<file path="src/rtl/seq_detect_param_pkg.sv">
// Shared types and constants for the parametrised sequence detector.
// The optional match counter is enabled by defining SEQ_MATCH_CNT_EN.
package seq_detect_param_pkg;

    typedef enum logic {
        ST_FILL  = 1'b0,
        ST_ARMED = 1'b1
    } state_t;

    localparam int             MATCH_CNT_W   = 8;
    localparam logic [7:0]     MATCH_CNT_MAX = 8'hFF;

    // Width of a counter that must hold values 0..depth inclusive.
    function automatic int fill_w(input int depth);
        return $clog2(depth + 1);
    endfunction

endpackage

</file>
<file path="src/rtl/seq_detect_param_if.sv">
// Symbol/pattern bus between a symbol source (master) and the detector (slave).
// match_cnt is present only when SEQ_MATCH_CNT_EN is defined.
interface seq_detect_param_if #(
    parameter int W     = 2,
    parameter int DEPTH = 3
);
    import seq_detect_param_pkg::*;

    // No backpressure: a symbol is consumed on every clock edge where
    // x_valid=1 and pat_load=0; the detector never stalls the source.
    logic                 x_valid;
    logic [W-1:0]         x_in;
    logic                 pat_load;
    logic [W*DEPTH-1:0]   pat_in;
    logic                 overlap;
    logic                 y_out;
    state_t               dbg_state;
`ifdef SEQ_MATCH_CNT_EN
    logic [MATCH_CNT_W-1:0] match_cnt;

    modport master (
        output x_valid, x_in, pat_load, pat_in, overlap,
        input  y_out, dbg_state, match_cnt
    );
    modport slave (
        input  x_valid, x_in, pat_load, pat_in, overlap,
        output y_out, dbg_state, match_cnt
    );
`else
    modport master (
        output x_valid, x_in, pat_load, pat_in, overlap,
        input  y_out, dbg_state
    );
    modport slave (
        input  x_valid, x_in, pat_load, pat_in, overlap,
        output y_out, dbg_state
    );
`endif

endinterface

</file>
<file path="src/rtl/seq_detect_param_sym_hist_shift.sv">
// Symbol history (newest DEPTH-1 symbols, newest in the top slice) plus a
// fill counter saturating at DEPTH; clr takes priority over shift_en.
module sym_hist_shift
    import seq_detect_param_pkg::*;
#(
    parameter int W     = 2,
    parameter int DEPTH = 3
) (
    input  logic                           clk,
    input  logic                           rst,
    input  logic                           shift_en,
    input  logic                           clr,
    input  logic [W-1:0]                   sym_in,
    output logic [W*(DEPTH-1)-1:0]         hist,
    output logic [fill_w(DEPTH)-1:0]       fill
);
    localparam int                HIST_W   = W * (DEPTH - 1);
    localparam int                FILL_W   = fill_w(DEPTH);
    localparam logic [FILL_W-1:0] FILL_MAX = FILL_W'(DEPTH);

    logic [HIST_W-1:0] hist_q, hist_d, shifted;
    logic [FILL_W-1:0] fill_q, fill_d;

    // The oldest retained symbol drops out of the bottom slice.
    generate
        if (DEPTH > 2) begin : g_multi
            assign shifted = {sym_in, hist_q[HIST_W-1:W]};
        end else begin : g_single
            assign shifted = sym_in;
        end
    endgenerate

    always_comb begin
        hist_d = hist_q;
        fill_d = fill_q;
        if (clr) begin
            hist_d = '0;
            fill_d = '0;
        end else if (shift_en) begin
            hist_d = shifted;
            if (fill_q != FILL_MAX) begin
                fill_d = fill_q + FILL_W'(1);
            end
        end
    end

    always_ff @(posedge clk) begin
        if (rst) begin
            hist_q <= '0;
            fill_q <= '0;
        end else begin
            hist_q <= hist_d;
            fill_q <= fill_d;
        end
    end

    assign hist = hist_q;
    assign fill = fill_q;

endmodule

</file>
<file path="src/rtl/seq_detect_param.sv">
// Parametrised sequence detector: pulses y_out when the last DEPTH accepted
// symbols equal the loaded pattern. SEQ_MATCH_CNT_EN adds a saturating match counter.
module seq_detect_param
    import seq_detect_param_pkg::*;
#(
    parameter int W     = 2,
    parameter int DEPTH = 3,
    parameter int MEALY = 0
) (
    input  logic               clk,
    input  logic               rst,
    seq_detect_param_if.slave  bus
);
    localparam int                FILL_W   = fill_w(DEPTH);
    localparam logic [FILL_W-1:0] FILL_ARM = FILL_W'(DEPTH - 1);

    logic [W*(DEPTH-1)-1:0] hist;
    logic [FILL_W-1:0]      fill;
    logic [W*DEPTH-1:0]     window;
    logic                   accept;
    logic                   match;
    logic                   hist_clr;

    state_t                 state_q, state_d;
    logic                   y_q, y_d;
    logic [W*DEPTH-1:0]     pat_q, pat_d;

    // A load on the same edge as a symbol drops the symbol.
    assign accept   = bus.x_valid & ~bus.pat_load;
    assign window   = {bus.x_in, hist};
    assign match    = accept && (fill >= FILL_ARM) && (window == pat_q);
    assign hist_clr = bus.pat_load | (match & ~bus.overlap);

    sym_hist_shift #(
        .W     (W),
        .DEPTH (DEPTH)
    ) u_hist (
        .clk      (clk),
        .rst      (rst),
        .shift_en (accept),
        .clr      (hist_clr),
        .sym_in   (bus.x_in),
        .hist     (hist),
        .fill     (fill)
    );

    always_comb begin
        state_d = state_q;
        y_d     = match;
        pat_d   = bus.pat_load ? bus.pat_in : pat_q;
        if (bus.pat_load) begin
            state_d = ST_FILL;
        end else if (accept) begin
            if (match && !bus.overlap) begin
                state_d = ST_FILL;
            end else if (state_q == ST_FILL && fill == FILL_ARM) begin
                state_d = ST_ARMED;
            end
        end
    end

`ifdef SEQ_MATCH_CNT_EN
    logic [MATCH_CNT_W-1:0] cnt_q, cnt_d;

    always_comb begin
        cnt_d = cnt_q;
        if (bus.pat_load) begin
            cnt_d = '0;
        end else if (match && cnt_q != MATCH_CNT_MAX) begin
            cnt_d = cnt_q + MATCH_CNT_W'(1);
        end
    end

    always_ff @(posedge clk) begin
        if (rst) begin
            cnt_q <= '0;
        end else begin
            cnt_q <= cnt_d;
        end
    end

    assign bus.match_cnt = cnt_q;
`endif

    always_ff @(posedge clk) begin
        if (rst) begin
            state_q <= ST_FILL;
            y_q     <= 1'b0;
            pat_q   <= '0;
        end else begin
            state_q <= state_d;
            y_q     <= y_d;
            pat_q   <= pat_d;
        end
    end

    // Mealy output is masked during reset so it never glitches high under rst.
    always_comb begin
        if (MEALY != 0) begin
            bus.y_out = match & ~rst;
        end else begin
            bus.y_out = y_q;
        end
    end

    assign bus.dbg_state = state_q;

endmodule
</file>
<file path="src/flat_wrapper.sv">
// flat-port wrapper written by rule: the top's interface ports become plain ports
module seq_detect_param_flat import seq_detect_param_pkg::*;
#(
    parameter int W     = 2,
    parameter int DEPTH = 3,
    parameter int MEALY = 0
)
  (clk, rst, bus_x_valid, bus_x_in, bus_pat_load, bus_pat_in, bus_overlap, bus_y_out, bus_dbg_state);
  seq_detect_param_if #(.W(W), .DEPTH(DEPTH)) bus_i ();
  input  logic clk;
  input  logic rst;
  input wire logic [$bits(bus_i.x_valid)-1:0] bus_x_valid;
  input wire logic [$bits(bus_i.x_in)-1:0] bus_x_in;
  input wire logic [$bits(bus_i.pat_load)-1:0] bus_pat_load;
  input wire logic [$bits(bus_i.pat_in)-1:0] bus_pat_in;
  input wire logic [$bits(bus_i.overlap)-1:0] bus_overlap;
  output wire logic [$bits(bus_i.y_out)-1:0] bus_y_out;
  output wire logic [$bits(bus_i.dbg_state)-1:0] bus_dbg_state;
  assign bus_i.x_valid = bus_x_valid;
  assign bus_i.x_in = bus_x_in;
  assign bus_i.pat_load = bus_pat_load;
  assign bus_i.pat_in = bus_pat_in;
  assign bus_i.overlap = bus_overlap;
  assign bus_y_out = bus_i.y_out;
  assign bus_dbg_state = bus_i.dbg_state;
  seq_detect_param #(.W(W), .DEPTH(DEPTH), .MEALY(MEALY)) u_core (.clk(clk), .rst(rst), .bus(bus_i));
endmodule
</file>
<file path="config.mk">
export PLATFORM = sky130hd
export DESIGN_NAME = seq_detect_param_flat
export DESIGN_NICKNAME = d
export VERILOG_FILES = /design/src/rtl/seq_detect_param_pkg.sv /design/src/rtl/seq_detect_param_if.sv /design/src/rtl/seq_detect_param_sym_hist_shift.sv /design/src/rtl/seq_detect_param.sv /design/src/flat_wrapper.sv
export SDC_FILE = /design/constraint.sdc
export NUM_CORES = 1
export LEC_CHECK = 0
export CORE_MARGIN = 1
export CORE_UTILIZATION = 45
export DETAILED_ROUTE_END_ITERATION = 7
export PLACE_DENSITY = 0.76
export SETUP_SLACK_MARGIN = 0.1
export SYNTH_ARGS = -nofsm -noshare
export SYNTH_HDL_FRONTEND = slang
export SYNTH_SLANG_ARGS = --single-unit
</file>
<file path="constraint.sdc">
create_clock -name clk -period 1.3 [get_ports clk]
set_input_delay 0.26 -clock clk [delete_from_list [all_inputs] [get_ports clk]]
set_output_delay 0.26 -clock clk [all_outputs]
set_load 0.02 [all_outputs]
</file>
# After elaboration in Yosys (flattened, before gate mapping)
# Index checks and enable logic that the tools add are counted.
# Widths: inputs -> output; s select.
word_totals:
  regBits: 14
  input_bits: 13
  output_inout_bits: 2
  wordCells: 28
op_classes:
  addsub: 1
  magnitude_cmp: 1
  eq_ne: 3
  muxes: 2
  n_bitwise: 6
  reduce_logical: 10
op_table:
  columns: ["cell", "count"]
  rows:
  - ["$eq 6x6->1", 1]
  - ["$logic_and 1x1->1", 4]
  - ["$reduce_and 2->1", 2]
  - ["$reduce_or 2->1", 2]
  - ["$not 1->1", 3]
  - ["$add 2x1->2 const B", 1]
  - ["$and 1x1->1", 2]
  - ["$eq 2x2->1 const B", 1]
  - ["$ge 2x2->1 const B", 1]
  - ["$mux 1", 2]
  - ["$ne 2x2->1 const B", 1]
  - ["$reduce_bool 2->1", 1]
  - ["$logic_not 1->1", 1]
  - ["$or 1x1->1", 1]

# Longest topological paths before layout
# Gate-level depths: netlist of the first run.
depth:
  depth_word: 7
  mapped_depth: 5
  mapped_depth_nobuf: 5

# Cells and area by module
# A second synthesis of the first run with hierarchy kept.
hier_totals:
  hier_cells: 60
  hier_area_um2: 640.6
modules_own_cells:
  columns: ["mod", "n_inst", "cells_per_inst", "area_per_inst_um2", "seq_area_each_um2"]
  rows:
  - ["seq_detect_param", 1, 37, 390.4, 160.2]
  - ["sym_hist_shift", 1, 23, 250.2, 120.1]

# Worst setup path before layout of the first run
# Ideal clock, no wire load.
synth_timing:
  path_type: "register -> register"
  from: "reg u_core.u_hist.fill_q[1] (netlist: u_core.u_hist.fill[1])"
  to: "reg u_core.state_q (netlist: u_core.bus.dbg_state)"
  setup_ns: 0.133
  t_arrival_ns: 1.026
  required_time_ns: 1.167
  setup_slack_ns: 0.141
  stages_incl_launch_ff: 5
  path_buffers: 0
  synth_period_minus_slack_ns: 1.159
  path_cell_list: "dfxtp_1 > ha_1 > o21ai_2 > nor4_4 > nor4_1"
synth_between:
  elab_chain_len: 6
  word_cells_on_any_way: 9
  cone_classes: "order compare: 1; eq/ne: 1; mux: 1; reduce/logical: 6"
synth_rtl:
  columns: ["element", "line_no", "text"]
  rows:
  - ["from (decl)", "seq_detect_param_sym_hist_shift.sv:22", "logic [FILL_W-1:0] fill_q, fill_d;"]
  - ["from (signal assigned)", "seq_detect_param_sym_hist_shift.sv:53", "fill_q <= fill_d;"]
  - ["$ge 2x2->1", "seq_detect_param.sv:31", "assign match = accept && (fill >= FILL_ARM) && (window == pat_q);"]
  - ["$logic_and 1x1->1 (2 in a row)", "seq_detect_param.sv:31", null]
  - ["$logic_and 1x1->1", "seq_detect_param.sv:54", "if (match && !bus.overlap) begin"]
  - ["$reduce_bool 2->1 (no source line)", null, null]
  - ["$reduce_and 2->1 (no source line)", null, null]
  - ["to (signal assigned)", "seq_detect_param.sv:91", "state_q <= state_d;"]
  - ["to (decl)", "seq_detect_param.sv:24", "state_t state_q, state_d;"]
# Several ways; a longest one is shown, not always the timed one.
# A chain may end at the register's enable or synchronous reset.

# Final worst setup path of the first run
layout_timing:
  from: "reg u_core.pat_q[0]"
  to: "reg u_core.u_hist.fill_q[0] (netlist: u_core.u_hist.fill[0])"
layout_between:
  elab_chain_len: 5
layout_rtl:
  columns: ["element", "line_no", "text"]
  rows:
  - ["from (decl)", "seq_detect_param.sv:26", "logic [W*DEPTH-1:0] pat_q, pat_d;"]
  - ["from (signal assigned)", "seq_detect_param.sv:93", "pat_q <= pat_d;"]
  - ["$eq 6x6->1", "seq_detect_param.sv:31", null]
  - ["$logic_and 1x1->1", "seq_detect_param.sv:31", null]
  - ["$and 1x1->1", "seq_detect_param.sv:32", "assign hist_clr = bus.pat_load | (match & ~bus.overlap);"]
  - ["$or 1x1->1", "seq_detect_param.sv:32", null]
  - ["$reduce_or 2->1 (no source line)", null, null]
# Every way passes these cells.

==> qor.yml, run 1 <==
outcome:
  violations: "setup timing"
  status: "finished with violations"
drt:
  vias_per_cell: 5.43
  wirelength_um: 1450
  initialDrtViolationCount: 11
  drcViolationCount: 0
  via_count: 538
  ant_nets: 0
  routedWlPerCell_um: 14.6
  dr.pass1.iters: 4
timing:
  rsz0062_at_grt: "yes"
  setup_violations: 6
  slew_headroom: 0.799
  tightest_slew_ps: 293
  fin_skew_ps: 6.98
  timing.fmax_ghz: 0.751
  post-route-min-period_ps: 1330
  hold_viol_final: 0
  final.setup.worst_slack_ps: -31.2
  layout_worst_path_cycle_share: 1.02
  slew_violations: 0
  holdWs_ps: 390
final_layout:
  fin_nets: 101
  num_antenna_cells: 0
  stdcell_area_um2: 1030
  drive_gt1_frac: 0.452
  areaGrowthSynthToFinish_pct: 57.4
logic_synthesis:
  netlist_instances: 61
  synthDistinctLibCells: 18
  synth-compound-area-share: 0.0287
  ys_seq_area_frac: 0.428
  muxShareOfSynthArea: 0.153
  synth-seq-cells: 14
  yosys_warnings: 0
  synth_nets: 76
  synth_area_leaders: "dfxtp_1 43%, mux2i_1 15%, xnor2_1 9.4%, nor4_1 7.6%, ha_1 3.8%"
  synthSimpleGateAreaFrac: 0.205
  netlist_area_um2: 654
  synth.largest_area_cell: "dfxtp_1"
  syn_area_per_cell_um2: 10.7
  synthAdderAreaFrac: 0.0382
  synth-xor-area-share: 0.0937
  yosysTopAreaCellShare: 0.428
  synth_top_family_by_area: "simple AND/OR/NAND/NOR gates"
floorplanning:
  die_w_um: 40.1
  pin_count: 15
  start_util: 0.491
  die_h_um: 40.1
  dieArea_um2: 1610
  rows: 13
  core-area_um2: 1330
setup_path:
  critPathKind: "flop to flop"
  reg2reg_to: "u_core.u_hist.fill[0]$_SDFFE_PP0P_"
  crit_arrival_ps: 1500
  worstPathMaxFanout: 3
  required_ps: 1460
  ff2ff_setup_slack_ps: -30
  cp-start-kind: "flop"
  timing.rr.start: "u_core.pat_q[0]$_SDFFE_PP0P_"
  critPathCaptureType: "flop"
  reg2reg_depth: 5
min_path:
  min_from: "bus_x_in[0]"
  holdPathEnd: "u_core.u_hist.hist[2]$_SDFFE_PP0P_"
  min_path_type: "input pin to flop"
  holdPathStages: 3
global_route:
  grt_pass1_vias: 432
  globalRouteOverflowTotal: 0
  grt_max_degree: 15
  antenna_found_initial: 0
  grt_pass1_wl_um: 1850
  grtUsageTotal: 0.190
clock_network:
  cts_buffers: 3
  postCtsHoldBufs: 0
  htreeDepth: 1
  cts_tree: "yes"
  clkTransAtPathRegs_ps: 70
  cts_root_buffer: "clkbuf_4"
  clock_path_buffers: 2
  numClockSinks: 14
  clock_latency_ps: 290
placed_design:
  dp_worst_setup_slack_ps: -377
  dpl_cell_area_um2: 840
  dp_hpwl_um: 856
  io_buffers: 14
  gp_congestion: 0.781
flow_run:
  cap_violations: 0
power_and_ir_drop:
  p_leak_nw: 0.395
  peakVddDrop_mv: 0.602
  cellPowerDensity_nw_per_um2: 851
  total_power_mw: 0.876
==> critical path: stages, from the launching register on <==
cell and delay [ps]:
dfxtp_1 330, xnor2_1 190, nand2_1 150, nor4_4 310
buf_4 190, nor4_4 50
==> power breakdown <==
part           leakage (nW)  switching (mW)  internal, mW
logic                 0.263          0.0777        0.0973
clock network        0.0138           0.133         0.108
registers             0.118          0.0149         0.445
==> kinds of logic (layout without fill, tap and decap cells) <==
| family | after synthesis | in the layout |
|---|---|---|
| muxes | 10 | 10 |
| AOI/OAI and AO/OA | 3 | 3 |
| buffers and inverters | 5 | 28 |
| xor gates and xnor gates | 7 | 7 |
| and+or+nand+nor | 20 | 20 |
| adders and majority gates | 2 | 2 |
| DFF | 14 | 14 |
==> sequential cells by signal, summed over array words and instances (netlist names) <==
signal and flops:
u_core.bus.dbg_state 1, u_core.bus.y_out 1, u_core.pat_q 6, u_core.u_hist.fill 2, u_core.u_hist.hist 4
==> layout make-up <==
| type | instances | area [µm²] |
|---|---|---|
| Sequential cell | 14 | 293 |
| Fill cell | 95 | 304 |
| Inverter | 1 | 3.75 |
| Clock buffer | 3 | 22.5 |
| Multi-Input combinational cell | 42 | 463 |
| Tap cell | 15 | 18.8 |
| Timing Repair Buffer | 24 | 229 |
==> synthesized netlist by cell type <==
library cell / count
dfxtp_1: 14
mux2i_1: 10
nor4_1: 8
xnor2_1: 7
nor2_1: 6
buf_6: 2
ha_1: 2
nand2_1: 2
a21oi_1: 1
buf_2: 1
clkbuf_1: 1
inv_1: 1
nand4_1: 1
nor2b_4: 1
nor3b_2: 1
nor4_4: 1
o21ai_0: 1
o21ai_2: 1
==> worst max path at each step <==
stage                                               to                          startpoint  slack, ps
floorplan            u_core.bus.dbg_state$_SDFFE_PP0P_  u_core.u_hist.fill[1]$_SDFFE_PP0P_        140
global placement    u_core.u_hist.hist[0]$_SDFFE_PP0P_                         bus_x_in[1]       -340
detailed placement  u_core.u_hist.fill[0]$_SDFFE_PP0P_                         bus_x_in[0]       -380
CTS                 u_core.u_hist.hist[2]$_SDFFE_PP0P_  u_core.u_hist.hist[1]$_SDFFE_PP0P_         -7
global route        u_core.u_hist.hist[0]$_SDFFE_PP0P_        u_core.pat_q[0]$_SDFFE_PP0P_        -70
finish              u_core.u_hist.fill[0]$_SDFFE_PP0P_        u_core.pat_q[0]$_SDFFE_PP0P_        -30
==> timing repair <==
action,4_1_cts,5_1_grt
setup endpoints to repair,10,10
setup buffers,4,0
resized for setup,13,26
pin swaps,7,9
==> cell usage in the layout, fill, tap and decap left out, types with 2 or more instances in the layout <==
master,count
buf_4,8
xnor2_1,5
mux2i_1,10
ha_4,2
nor4_4,4
dfxtp_1,6
dlymetal6s2s_1,2
dlygate4sd2_1,2
nand2_1,2
clkdlybuf4s50_1,8
nor4_2,4
nor2_1,6
xnor2_2,2
clkbuf_4,3
dfxtp_2,7
==> through the flow <==
step / util / setup TNS [ps] / std cells
after floorplan: - / 0 / 61
after detailed placement: 0.629 / -3760 / 92
after CTS: 0.687 / -22.6 / 99
after global placement: 0.629 / -3480 / 92
final: 0.772 / -109 / 99
after global routing: 0.772 / -436 / 99
==> layer usage <==
metal,up-vias,part of all wire,track usage
met4,0,0.020,0.103
met5,-,0,0
met2,16,0.50,0.274
li1,262,-,-
met1,256,0.43,0.223
met3,4,0.052,0.100
(Power assumes the default switching activity.)
==> run 2: changes to the inputs <==
--- a/config.mk
+++ b/config.mk
@@ -8,6 +8,7 @@
 export CORE_MARGIN = 1
 export CORE_UTILIZATION = 45
 export DETAILED_ROUTE_END_ITERATION = 7
+export GPL_TIMING_DRIVEN = 0
 export PLACE_DENSITY = 0.76
 export SETUP_SLACK_MARGIN = 0.1
 export SYNTH_ARGS = -nofsm -noshare
==> run 2 against run 1 <==
The run now ends clean; power grew 6.9%; final cell count decreased by 1.0%; flip-flop and latch count unchanged; final area down 4.7%; global-route usage up 1.0 points; combinational power shrank 8%; utilization fell by 3.7 points; clock power up 32%; clock-buffer cell count increased by 1; setup slack better by 47 ps; largest power group unchanged.
==> qor.yml, run 2 (synthesized netlist as in run 1, its figures left out) <==
clock_network:
  cts_tree: "yes"
  htreeDepth: 1
  cts_buffers: 3
  cts_root_buffer: "clkbuf_4"
  clkTransAtPathRegs_ps: 90
  clock_latency_ps: 280
  numClockSinks: 14
  clock_path_buffers: 2
  postCtsHoldBufs: 0
power_and_ir_drop:
  p_int_mw: 0.702
  pwr-share-comb: 0.172
  netSwitchingFraction: 0.250
  seqPwrFrac: 0.488
  p_leak_nw: 0.379
  cellPowerDensity_nw_per_um2: 954
  power_switching_mw: 0.234
  peakVddDrop_mv: 0.776
  p_clk_frac: 0.340
drt:
  routedWlPerCell_um: 13.5
  initialDrtViolationCount: 8
  wirelength_um: 1320
  drcViolationCount: 0
  dr.pass1.iters: 4
  via_count: 507
  ant_nets: 0
  vias_per_cell: 5.17
placed_design:
  dp_hpwl_um: 786
  io_buffers: 12
  dp_worst_setup_slack_ps: -413
  gp_congestion: 0.717
global_route:
  grt_use_met1: 0.285
  grtUsageTotal: 0.200
  grt_pass1_wl_um: 2060
  grt_pass1_vias: 437
  grt_max_degree: 11
  antenna_found_initial: 0
  use_met3: 0.0667
  met2_usage: 0.258
  top_usage_layer: "met1"
  globalRouteOverflowTotal: 0
timing:
  layout_worst_path_cycle_share: 0.988
  slew_violations: 0
  setup_violations: 0
  setup_tns_ps: 0
  post-route-min-period_ps: 1280
  final.setup.worst_slack_ps: 15.8
  slew_headroom: 0.787
  fin_skew_ps: 2.17
  timing.fmax_ghz: 0.779
  hold_viol_final: 0
  rsz0062_at_grt: "yes"
  tightest_slew_ps: 319
setup_path:
  crit_arrival_ps: 1450
  reg2reg_depth: 6
  critPathCaptureType: "flop"
  ff2ff_setup_slack_ps: 20
  cp-start-kind: "flop"
  timing.rr.start: "u_core.u_hist.fill[0]$_SDFFE_PP0P_"
  reg2reg_to: "u_core.u_hist.fill[1]$_SDFFE_PP0P_"
  critPathKind: "flop to flop"
  worstPathMaxFanout: 3
  endpoint: "u_core.u_hist.fill[1]$_SDFFE_PP0P_"
  worstSetupStartpoint: "u_core.u_hist.fill[0]$_SDFFE_PP0P_"
  required_ps: 1460
floorplanning:
  rows: 13
  pin_count: 15
  dieArea_um2: 1610
  start_util: 0.491
  die_w_um: 40.1
  die_h_um: 40.1
  core-area_um2: 1330
outcome:
  status: "finished, final reports clean"
final_layout:
  num_antenna_cells: 0
  fin_nets: 99
  largest_register: "u_core.pat_q"
  final_cell_mix: "10 x mux2i_1, 8 x clkdlybuf4s50_1, 8 x dfxtp_1"
  largest_reg_flops: 6
  drive_gt1_frac: 0.410
  areaGrowthSynthToFinish_pct: 49.9
  fin_util: 0.735
  mostFrequentLayoutCell: "mux2i_1"
flow_run:
  cap_violations: 0
min_path:
  min_path_type: "input pin to flop"
[run 2: worst min-delay path by stage]
stage                                  from                           end  slack (ps)  depth (start not counted)
3_3_place_gp   u_core.pat_q[4]$_SDFFE_PP0P_  u_core.pat_q[4]$_SDFFE_PP0P_         500                          2
5_1_grt                        bus_pat_load  u_core.pat_q[4]$_SDFFE_PP0P_         300                          3
4_1_cts                        bus_pat_load  u_core.pat_q[3]$_SDFFE_PP0P_         290                          3
2_1_floorplan                           rst   u_core.bus.y_out$_SDFF_PP0_         340                          1
3_5_place_dp   u_core.pat_q[5]$_SDFFE_PP0P_  u_core.pat_q[5]$_SDFFE_PP0P_         510                          2
6_report                       bus_pat_load  u_core.pat_q[3]$_SDFFE_PP0P_         280                          3
[run 2: cell type report]
class | count | area (µm²)
flip-flops and latches | 14 | 290
well taps | 15 | 18.8
inverters | 1 | 3.75
multi-input cells | 42 | 430
plain buffers | 4 | 32.5
clock buffers | 4 | 36.3
repair buffers | 18 | 169
fillers | 93 | 353
[run 2: routing by layer]
layer	up-vias	share of wire
li1	262	-
met5	-	0
met3	3	0.050
met2	14	0.42
met4	0	0.014
met1	228	0.51
[run 2: metrics by stage]
| stage | hold slack [ps] | std cells | cell area (µm²) | power (mW) |
|---|---|---|---|---|
| 2_1_floorplan | 339 | 61 | 654 | 0.547 |
| 3_3_place_gp | 495 | 88 | 793 | 0.593 |
| 3_5_place_dp | 507 | 88 | 793 | 0.595 |
| 4_1_cts | 286 | 97 | 930 | 0.931 |
| 5_1_grt | 304 | 98 | 981 | 0.975 |
| 6_report | 279 | 98 | 981 | 0.936 |
[run 2: power by group through the flow]
| stage | registers [mW] | clock network [mW] | logic (mW) |
|---|---|---|---|
| 2_1_floorplan | 0.465 | 0 | 0.0820 |
| 3_3_place_gp | 0.466 | 0 | 0.127 |
| 3_5_place_dp | 0.467 | 0 | 0.128 |
| 4_1_cts | 0.458 | 0.324 | 0.149 |
| 5_1_grt | 0.459 | 0.341 | 0.175 |
| 6_report | 0.457 | 0.318 | 0.161 |
[run 2: critical path, cell delays in order, from the launching register on]
cell	delay (ps)
dfxtp_2	330
buf_6	120
ha_4	150
nor3b_4	280
nand2_1	130
o21ai_2	110
nor4_4	50
[run 2: what timing repair did]
| item | 4_1_cts | 5_1_grt |
|---|---|---|
| cloned | 0 | 0 |
| setup endpoints to repair | 9 | 9 |
| pin swaps | 8 | 9 |
| setup buffers | 5 | 1 |
| gates resized for setup | 20 | 12 |
==> run 3: changes to the inputs <==
--- a/config.mk
+++ b/config.mk
@@ -10,7 +10,7 @@
 export DETAILED_ROUTE_END_ITERATION = 7
 export GPL_TIMING_DRIVEN = 0
 export PLACE_DENSITY = 0.76
-export SETUP_SLACK_MARGIN = 0.1
+export SETUP_SLACK_MARGIN = 0.4
 export SYNTH_ARGS = -nofsm -noshare
 export SYNTH_HDL_FRONTEND = slang
 export SYNTH_SLANG_ARGS = --single-unit
==> run 3 against run 2 <==
Maximum frequency is 0.45% higher; clock power about the same; critical path depth down 1; setup slack better by 5.8 ps; worst hold slack got worse by 9.0 ps; utilization fell by 3.7 points; sequential power is 1% higher; power is 1.6% lower; register-to-register slack is essentially flat; flip-flop and latch count stayed put; final cell count fell by 3.1%; critical path type unchanged.
==> qor.yml, run 3 (synthesized netlist as in run 1, its figures left out) <==
outcome:
  status: "finished, final reports clean"
global_route:
  grt_pass1_wl_um: 1810
  grtUsageTotal: 0.180
  globalRouteOverflowTotal: 0
  grt_pass1_vias: 424
  antenna_found_initial: 0
  grt_max_degree: 11
setup_path:
  crit_arrival_ps: 1450
  crit_slowest_cell: "dfxtp_1"
  critPathKind: "flop to flop"
  worstPathMaxFanout: 6
  critPathCaptureType: "flop"
  max_stage_delay_ps: 370
  path_cells: "xnor2_1, nand2_1, nor4_4, buf_6, nor4_1"
  cp-start-kind: "flop"
  required_ps: 1470
clock_network:
  clkTransAtPathRegs_ps: 80
  cts_tree: "yes"
  htreeDepth: 1
  numClockSinks: 14
  clock_path_buffers: 2
  cts_buffers: 3
  clock_latency_ps: 280
  cts_root_buffer: "clkbuf_4"
drt:
  routedWlPerCell_um: 14.1
  initialDrtViolationCount: 7
  ant_nets: 0
  drcViolationCount: 0
  vias_per_cell: 5.47
  via_count: 520
  dr_wl_met3_um: 78
  wirelength_um: 1340
  dr.pass1.iters: 4
  top_layer_used: "met4"
  wl_met2_um: 642
  m1WireLength_um: 580
placed_design:
  dp_hpwl_um: 852
  dp_worst_setup_slack_ps: -400
  dpl_cell_area_um2: 811
  gp_congestion: 0.712
  io_buffers: 12
final_layout:
  final_cell_mix: "10 x mux2i_1, 10 x dfxtp_2, 8 x clkdlybuf4s50_1"
  largest_register: "u_core.pat_q"
  stdcell_area_um2: 932
  drive_gt1_frac: 0.425
  num_antenna_cells: 0
  fin_nets: 96
  largest_reg_flops: 6
  areaGrowthSynthToFinish_pct: 42.4
timing:
  slew_violations: 0
  slew_headroom: 0.842
  final.setup.worst_slack_ps: 21.6
  timing.fmax_ghz: 0.782
  setup_violations: 0
  hold_viol_final: 0
  tightest_slew_ps: 230
  post-route-min-period_ps: 1280
  setup_tns_ps: 0
  rsz0062_at_grt: "yes"
  layout_worst_path_cycle_share: 0.983
  fin_skew_ps: 1.36
floorplanning:
  pin_count: 15
  rows: 13
  core-area_um2: 1330
  die_h_um: 40.1
  die_w_um: 40.1
  start_util: 0.491
  dieArea_um2: 1610
power_and_ir_drop:
  p_int_mw: 0.699
  peakVddDrop_mv: 0.513
  cellPowerDensity_nw_per_um2: 988
  netSwitchingFraction: 0.241
  power_switching_mw: 0.222
  p_clk_frac: 0.343
  total_power_mw: 0.921
  pwr-share-comb: 0.155
  p_leak_nw: 0.371
  seqPwrFrac: 0.502
flow_run:
  cap_violations: 0
min_path:
  min_path_type: "input pin to flop"
[run 3: cell type report]
cell class	instances	area, µm²
Fill cell	104	402
Multi-Input combinational cell	42	393
Sequential cell	14	293
Timing Repair Buffer	15	150
Buffer	4	37.5
Clock buffer	4	36.3
Tap cell	15	18.8
Inverter	1	3.75
[run 3: stage by stage]
stage               std cells  hold WS, ps  utilization
global placement           88          496        0.608
finish                     95          270        0.699
CTS                        94          268        0.655
global route               95          270        0.699
detailed placement         88          503        0.608
floorplan                  61          339            -
[run 3: path summary, 6_finish.rpt]
path / slack (ps) / endpoint / cells after the start / from
setup reg to reg: 20 / u_core.u_hist.hist[1]$_SDFFE_PP0P_ / 5 / u_core.u_hist.hist[0]$_SDFFE_PP0P_
hold reg to reg: 500 / u_core.pat_q[0]$_SDFFE_PP0P_ / 2 / u_core.pat_q[0]$_SDFFE_PP0P_
setup / recovery: 20 / u_core.u_hist.hist[1]$_SDFFE_PP0P_ / 5 / u_core.u_hist.hist[0]$_SDFFE_PP0P_
hold / removal: 270 / u_core.pat_q[0]$_SDFFE_PP0P_ / 3 / bus_pat_load
[run 3: per-layer routing]
layer  GRT usage  vias to the layer above
met5           0                        -
met4       0.129                        0
met3      0.0556                        6
met2       0.266                       15
met1       0.217                      245
li1            -                      254
[run 3: worst max-delay path: cells and delay by family (launching register included)]
| kind | cells | cell delay (ps) |
|---|---|---|
| AND/OR/NAND/NOR | 3 | 500 |
| buffers and inverters | 1 | 170 |
| XOR/XNOR | 1 | 130 |
| flip-flops | 1 | 370 |
[run 3: power groups by stage]
stage | logic (mW) | registers (mW) | clock network (mW)
after CTS | 0.133 | 0.458 | 0.330
after global placement | 0.129 | 0.467 | 0
final | 0.143 | 0.462 | 0.316
after detailed placement | 0.132 | 0.468 | 0
after floorplan | 0.0846 | 0.466 | 0
after global routing | 0.154 | 0.464 | 0.346
[run 3: repair_timing]
action	CTS	global route
pin swaps	7	4
setup buffers	2	1
hold buffers	0	0
endpoints found under the setup margin	16	16
hold endpoints to repair	0	0
resized for setup	20	11
